### config.mk
export PLATFORM = sky130hd
export DESIGN_NAME = cfu_requant
export DESIGN_NICKNAME = d
export VERILOG_FILES = /design/src/rtl/cfu_requant.sv
export SDC_FILE = /design/constraint.sdc
export NUM_CORES = 2
export LEC_CHECK = 0
export ABC_CLOCK_PERIOD_IN_PS = 20100
export BUFFER_PORTS_ARGS = -buffer_cell sky130_fd_sc_hd__buf_4
export CAP_MARGIN = 25
export CORE_MARGIN = 4
export CORE_UTILIZATION = 60
export CTS_CLUSTER_DIAMETER = 200
export DETAILED_ROUTE_END_ITERATION = 7
export PLACE_DENSITY_LB_ADDON = 0.2
export RECOVER_POWER = 25
export SLEW_MARGIN = 20
export SYNTH_ARGS = -nofsm -noshare
export SYNTH_HDL_FRONTEND = slang
export SYNTH_SLANG_ARGS = --single-unit
### constraint.sdc
create_clock -name clk -period 20.1 [get_ports clk]
set_clock_uncertainty 0.2 [all_clocks]
set_input_delay 1.005 -clock clk [delete_from_list [all_inputs] [get_ports clk]]
set_output_delay 1.005 -clock clk [all_outputs]
set_load 0.05 [all_outputs]
### src/rtl/cfu_requant.sv
// cfu_requant: output-side CFU responder for the int8 convolution path.
// Requantizes int32 accumulators to int8 using bias, a Q31 fixed-point multiplier,
// a right shift, an output offset and an activation clamp. Four results are packed
// into one 32-bit word. One command is outstanding at a time.
//
// Ports:
//   clk, reset_n                  clock, asynchronous active-low reset
//   cmd_valid / cmd_ready         command handshake (ready only in IDLE)
//   cmd_payload_function_id[2:0]  funct3 opcode: 0 SET_MULT, 1 SET_OFS, 2 PUSH,
//                                 3 READ_PACK, 4 CLEAR, 5-7 no-op
//   cmd_payload_inputs_0/1        operands, latched at the handshake
//   rsp_valid / rsp_ready         response handshake
//   rsp_payload_outputs_0         registered response word
//
// Build option: define CFU_REQUANT_ROUND_EN for round-half-up in both the Q31 high
// multiply and the right shift; without it both steps truncate toward -inf.
module cfu_requant (
  input  logic        clk,
  input  logic        reset_n,
  input  logic        cmd_valid,
  output logic        cmd_ready,
  input  logic [9:0]  cmd_payload_function_id,
  input  logic [31:0] cmd_payload_inputs_0,
  input  logic [31:0] cmd_payload_inputs_1,
  output logic        rsp_valid,
  input  logic        rsp_ready,
  output logic [31:0] rsp_payload_outputs_0
);

  typedef enum logic [2:0] {StIdle, StMul, StShift, StClamp, StResp} state_e;

  state_e             state_q, state_d;
  logic signed [31:0] mult_q, mult_d;
  logic [4:0]         shift_q, shift_d;
  logic signed [31:0] ofs_q, ofs_d;
  logic signed [7:0]  amin_q, amin_d;
  logic signed [7:0]  amax_q, amax_d;
  logic [31:0]        pack_q, pack_d;
  logic [1:0]         lane_q, lane_d;
  logic [31:0]        rsp_q, rsp_d;
  // PUSH pipeline stage registers
  logic [31:0]        x_q, x_d;
  logic               sat_q, sat_d;
  logic signed [63:0] p_q, p_d;
  logic signed [32:0] s_q, s_d;

  logic signed [63:0] x_ext, mult_ext, prod, p_rnd;
  logic signed [32:0] nudge, h_ext, s_sum, s_val;
  logic [31:0]        h;
  logic signed [33:0] o, amin_ext, amax_ext, c;
  logic [31:0]        pack_ins;

  // MUL stage: full 64-bit signed product
  assign x_ext    = {{32{x_q[31]}}, x_q};
  assign mult_ext = {{32{mult_q[31]}}, mult_q};
  assign prod     = x_ext * mult_ext;

  // SHIFT stage: Q31 high half, then right shift
`ifdef CFU_REQUANT_ROUND_EN
  assign p_rnd = p_q + 64'sd1073741824;
  assign nudge = (shift_q != 5'd0) ? (33'sd1 <<< (shift_q - 5'd1)) : 33'sd0;
`else
  assign p_rnd = p_q;
  assign nudge = 33'sd0;
`endif
  // INT_MIN * INT_MIN is the only product whose Q31 high half overflows s32
  assign h     = sat_q ? 32'h7FFF_FFFF : p_rnd[62:31];
  assign h_ext = {h[31], h};
  assign s_sum = h_ext + nudge;
  assign s_val = s_sum >>> shift_q;

  // CLAMP stage: offset, then min bound, then max bound (max wins if bounds cross)
  assign o        = {s_q[32], s_q} + {{2{ofs_q[31]}}, ofs_q};
  assign amin_ext = {{26{amin_q[7]}}, amin_q};
  assign amax_ext = {{26{amax_q[7]}}, amax_q};

  always_comb begin
    c = o;
    if (c < amin_ext) c = amin_ext;
    if (c > amax_ext) c = amax_ext;
    pack_ins = pack_q;
    pack_ins[8*lane_q +: 8] = c[7:0];
  end

  logic unused_bits;
  assign unused_bits = ^{cmd_payload_function_id[9:3], p_rnd[63], p_rnd[30:0], c[33:8]};

  always_comb begin
    state_d   = state_q;
    mult_d    = mult_q;
    shift_d   = shift_q;
    ofs_d     = ofs_q;
    amin_d    = amin_q;
    amax_d    = amax_q;
    pack_d    = pack_q;
    lane_d    = lane_q;
    rsp_d     = rsp_q;
    x_d       = x_q;
    sat_d     = sat_q;
    p_d       = p_q;
    s_d       = s_q;
    cmd_ready = (state_q == StIdle);
    rsp_valid = (state_q == StResp);

    unique case (state_q)
      StIdle: begin
        if (cmd_valid) begin
          state_d = StResp;
          rsp_d   = '0;
          case (cmd_payload_function_id[2:0])
            3'd0: begin
              mult_d  = cmd_payload_inputs_0;
              shift_d = cmd_payload_inputs_1[4:0];
            end
            3'd1: begin
              ofs_d  = cmd_payload_inputs_0;
              amin_d = cmd_payload_inputs_1[7:0];
              amax_d = cmd_payload_inputs_1[15:8];
            end
            3'd2: begin
              x_d     = cmd_payload_inputs_0 + cmd_payload_inputs_1;
              state_d = StMul;
            end
            3'd3: begin
              rsp_d  = pack_q;
              pack_d = '0;
              lane_d = '0;
            end
            3'd4: begin
              pack_d = '0;
              lane_d = '0;
            end
            default: ;
          endcase
        end
      end
      StMul: begin
        p_d     = prod;
        sat_d   = (x_q == 32'h8000_0000) && (mult_q == 32'sh8000_0000);
        state_d = StShift;
      end
      StShift: begin
        s_d     = s_val;
        state_d = StClamp;
      end
      StClamp: begin
        pack_d  = pack_ins;
        lane_d  = lane_q + 2'd1;
        rsp_d   = pack_ins;
        state_d = StResp;
      end
      StResp: begin
        if (rsp_ready) state_d = StIdle;
      end
      default: state_d = StIdle;
    endcase
  end

  always_ff @(posedge clk or negedge reset_n) begin
    if (!reset_n) begin
      state_q <= StIdle;
    end else begin
      state_q <= state_d;
    end
  end

  always_ff @(posedge clk or negedge reset_n) begin
    if (!reset_n) begin
      mult_q  <= '0;
      shift_q <= '0;
      ofs_q   <= '0;
      amin_q  <= 8'sh80;
      amax_q  <= 8'sh7F;
      pack_q  <= '0;
      lane_q  <= '0;
      rsp_q   <= '0;
      x_q     <= '0;
      sat_q   <= 1'b0;
      p_q     <= '0;
      s_q     <= '0;
    end else begin
      mult_q  <= mult_d;
      shift_q <= shift_d;
      ofs_q   <= ofs_d;
      amin_q  <= amin_d;
      amax_q  <= amax_d;
      pack_q  <= pack_d;
      lane_q  <= lane_d;
      rsp_q   <= rsp_d;
      x_q     <= x_d;
      sat_q   <= sat_d;
      p_q     <= p_d;
      s_q     <= s_d;
    end
  end

  assign rsp_payload_outputs_0 = rsp_q;

endmodule

* Word level (Yosys, flattened, before mapping)
Cells that the tools add are included.
Cells by class: add/sub/neg operators 4, multiply operators 1, magnitude comparators 2, eq/ne operators 13, shift operators 3, muxes and demuxes 17, reductions and logical operators 11
Operator list (count):
- 32-bit two-way mux | 5
- 32-bit case mux with 2 select lines | 2
- 32-bit == test (second input constant) | 2
- 32-bit by 32-bit multiplier with 63-bit output | 1
- 33-bit by 32-bit adder with 34-bit output | 1
- 34-bit by 8-bit > comparator with 1-bit output | 1
- 34-bit by 8-bit less-than comparator with 1-bit output | 1
- 34-bit two-way mux | 1
- 5-bit negation with 34-bit output | 1
- 8-bit by 34-bit variable shift with 32-bit output (first input constant) | 1
- 8-bit by 34-bit indexed part select with 32-bit output | 1
- 32-bit by 5-bit >>> shifter with 33-bit output | 1
- 32-bit adder | 1
- 32-bit bitwise mux | 1
- 3-bit case mux with 5 select lines | 1
- 3-bit by 2-bit == test with 1-bit output (second input constant) | 4
- 3-bit AND reduction | 4
- 3-bit two-way mux | 3
- 8-bit two-way mux | 1
- 3-bit by 1-bit == test with 1-bit output (second input constant) | 2
- 3-bit == test (second input constant) | 2
- 3-bit logical NOT | 2
- 2-bit two-way mux | 2
- 2-bit inequality test (second input constant) | 2
- other kinds (7) | 8
Storage, ports and cells: register bits after elaboration 283, output and inout port bits 34, logic and storage cells 64

* Depth between registers and ports, before layout
word-level depth 8, depth in mapped cells 39, depth with buffers taken out 35

* Least setup slack after synthesis
Ideal clock, no wire load.
kind reg2reg, from register mult_q[2], to register p_q[56], arrival time 7506 ps, required time 19774 ps, slack 12268 ps, cell stages (with the launch flop) 30, buffers on the path 3, path through dfrtp_1 clkbuf_1 clkbuf_1 nand2_1 inv_1 fa_1 fa_1 fa_1 inv_1 fa_1 inv_1 fa_1 inv_1 fa_1 inv_1 fa_1 inv_1 fa_1 inv_1 ha_1 clkbuf_1 nand4_1 a211oi_1 o31ai_1 a211oi_2 nor2_1 o21ai_2 a21oi_1 o2111a_1 a221o_1
Between the ends: cells in the longest elaborated chain, start to end 1
RTL lines:
- start: declaration | line 33 | logic signed [31:0] mult_q, mult_d;
- start signal: assignment | line 182 | mult_q <= mult_d;
- 32-bit by 32-bit multiplier with 63-bit output | line 56 | assign prod = x_ext * mult_ext;
- end signal: assignment | line 192 | p_q <= p_d;
- end: declaration | line 44 | logic signed [63:0] p_q, p_d;
Every way passes these cells. A chain may end at the register's enable or synchronous reset.

* Worst setup path in the final report
from register mult_q[8], to register p_q[62]
The elaborated chain is that of the path after synthesis.

==> impl_metrics.env <==
export IMPL_yosys_area_top_type="fa_1"
export IMPL_wl_per_cell_um=21.37
export IMPL_fin_crit_sh_pct=48.13
export IMPL_ys_top_cells_by_area="fa_1 (42%), dfrtp_1 (12%), inv_1 (8.5%)"
export IMPL_die_h_um=300.4
export IMPL_routed_wl_um=142400
export IMPL_worst_pin_slew_ps=6621
export IMPL_die_area_mm2=0.09023
export IMPL_fillers=7070
export IMPL_synth_edf_count=0
export IMPL_synthAdderAreaFrac_pct=49.56
export IMPL_drtIter0Drc=3181
export IMPL_port_buffers=104
export IMPL_synth_top_family_by_area="adder cells"
export IMPL_die_w_um=300.4
export IMPL_failed_checks="max-capacitance violations, max-slew violations"
export IMPL_synth_distinct_cells=93
export IMPL_dp_cells=6616
export IMPL_dr_pass1_iters=6
export IMPL_drv_slew=360
export IMPL_syn_num_nets=7076
export IMPL_holdWs_ps=295.7
export IMPL_htree_levels=1
export IMPL_finalCriticalPeriod_ps=9674
export IMPL_tritoncts="built"
export IMPL_hpwl_um=104300
export IMPL_post_cts_buffers=0
export IMPL_highest_layer="met4"
export IMPL_wl_met2_um=68020
export IMPL_synth_compound_area_share_pct=8.372
export IMPL_clk_pin_slew_ps=60
export IMPL_finalHoldViolCount=0
export IMPL_required_ps=20230
export IMPL_avgSynthCellArea_um2=9.141
export IMPL_drive_above_1_share_pct=6.639
export IMPL_grt_max_degree=122
export IMPL_cts_resized=0
export IMPL_grt_pass1_vias=41840
export IMPL_reg2reg_from="mult_q[8]"
export IMPL_drt_antenna_violating_nets=0
export IMPL_synth_seq_area_share_pct=12.27
export IMPL_grt_util_all_layers_pct=32.64
export IMPL_arrival_ps=9800
export IMPL_synth_xor_area_share_pct=1.537
export IMPL_nets=6975
export IMPL_syn_area_mm2=0.05129
export IMPL_outcome="complete, but fails checks"
export IMPL_max_slew_margin_pct=-341.4
export IMPL_synthFlopType="dfrtp_1"
export IMPL_area_growth_pct=4.847
export IMPL_place_congestion=0.9167
export IMPL_synth_async_sr_flop_share_pct=100.0
export IMPL_fp_coreArea_mm2=0.08422
export IMPL_cts_root_buf="clkbuf_16"
export IMPL_worst_hold_path_type="reg2reg"
export IMPL_antenna_found_initial=2
export IMPL_setup_ws_ps=10430
export IMPL_yosysWarningCount=0
export IMPL_path_class="reg2reg"
export IMPL_synth_top_cell_area_share_pct=41.92
export IMPL_setup_violations=0
export IMPL_cp_startpoint="mult_q[8]"
export IMPL_hp_start="x_q[18]"
export IMPL_clk_insertion_delay_late_ps=560
export IMPL_drv_cap=5
export IMPL_fp_row_count=106
export IMPL_slowest_stage="dfrtp_1"
export IMPL_grt_pass1_wl_um=229600
export IMPL_startpoint_type="flop"
export IMPL_clock_fmax_mhz=103.4
export IMPL_cpMostUsedCell="fa_1"
export IMPL_crit_path_max_incr_delay_ps=870
export IMPL_clockBufferDepth=3
export IMPL_ios=112
export IMPL_synthCells=5611
export IMPL_critPathMaxFanout=19
export IMPL_wl_met1_um=55170
export IMPL_synth_simple_gate_area_share_pct=14.21
export IMPL_dp_worst_setup_slack_ps=10740
export IMPL_fin_setup_tns_ps=0
export IMPL_start_util_pct=60.90
export IMPL_diodes=0
export IMPL_cts_sinks=251
export IMPL_wl_met3_um=11990
export IMPL_overflow=0
export IMPL_ys_ff_latch=251
export IMPL_rsz0062_at_grt="false"
export IMPL_drc=0
export IMPL_finalNonFillerCells=6662
export IMPL_num_vias=39100
export IMPL_postCtsHoldBufs=0
export IMPL_cts_made_buffers=25
export IMPL_muxShareOfSynthArea_pct=3.176
export IMPL_endpoint_kind="flop"
export IMPL_viasPerCell=5.869
-- Yosys cell counts, drive strengths merged, types with 18 or more instances --
library cell,n
inv,1161
fa,1074
nand2,1035
ha,313
clkbuf,292
dfrtp,243
and2,241
o21ai,190
a21oi,133
nor2,94
mux2,86
a21o,81
o211ai,72
xnor2,57
nand2b,50
mux2i,47
a22oi,33
nand4,33
xor2,33
nor3,30
nand3,28
a211oi,27
nor2b,27
nor4,23
buf,21
o31ai,18
-- cell families after synthesis --
family / Yosys count
AOI/OAI and AO/OA: 658
xor gates and xnor gates: 90
adders and majority gates: 1387
buffers and inverters: 1474
DFF: 251
muxes: 137
and+or+nand+nor: 1614
-- through the flow --
step	area, um^2	util [%]
2_1_floorplan	51290	-
3_3_place_gp	52900	62.82
3_5_place_dp	52900	62.82
4_1_cts	53810	63.89
5_1_grt	53780	63.85
6_report	53780	63.85
-- cell type report --
class	instances	area [um^2]	area share (%)
clock inverters	16	245.2	0.4560
multi-input cells	3886	39440	73.35
repair buffers	185	1355	2.520
well taps	1134	1419	2.638
flip-flops and latches	251	6296	11.71
inverters	1161	4358	8.104
clock buffers	29	660.6	1.229
-- final timing paths --
path                       depth (start not counted)                   endpoint  slack, ps
min reg2reg                                        2                    x_q[18]        300
min in group asynchronous                          1  rsp_payload_outputs_0[17]       2710
min                                                2                    x_q[18]        300
max                                               28                    p_q[62]      10430
max reg2reg                                       28                    p_q[62]      10430
max in group asynchronous                          2                 mult_q[26]      11420
-- critical path: cells and delay by family (launching register included) --
family	cells	cell delay, ps
flops	1	870
compound gates	7	2400
fa+ha+maj	9	4420
simple gates	3	480
xor+xnor	1	210
buf+inv	8	870
-- routing by layer --
metal / global-route usage (%) / up-vias
met3: 4.917 / 490
met2: 54.27 / 1807
met1: 43.59 / 19940
met4: 12.85 / 0
met5: 0 / -
li1: - / 16870
-- sequential cells by signal, indices dropped and copies added, names as in the netlist --
| signal | flops |
|---|---|
| state_q | 3 |
| rsp_payload_outputs_0 | 32 |
| amax_q | 8 |
| sat_q | 1 |
| x_q | 32 |
| shift_q | 5 |
| s_q | 32 |
| pack_q | 32 |
| mult_q | 32 |
| amin_q | 8 |
| ofs_q | 32 |
| lane_q | 2 |
| p_q | 32 |
-- cells in the final DEF (no fill, tap or decap), types with 12 or more instances in the layout --
cell type and n:
a211oi_1 25, a21o_1 80, a21oi_1 131, a22oi_1 33, and2_1 240, buf_4 173
clkbuf_1 13, clkbuf_16 25, dfrtp_1 239, fa_1 1074, ha_1 313, inv_1 1161
mux2_2 86, mux2i_1 39, nand2_1 1035, nand2b_1 50, nand3_1 27, nand4_1 33
nor2_1 93, nor2b_1 26, nor3_1 29, nor4_1 22, o211ai_1 72, o21a_1 17
o21ai_0 170, o21ai_1 15, o21bai_1 12, o31ai_1 18, xnor2_1 57, xor2_1 33
Power is not shown: default switching activity piles up to over one toggle a cycle in this logic, so the estimate is an artifact.
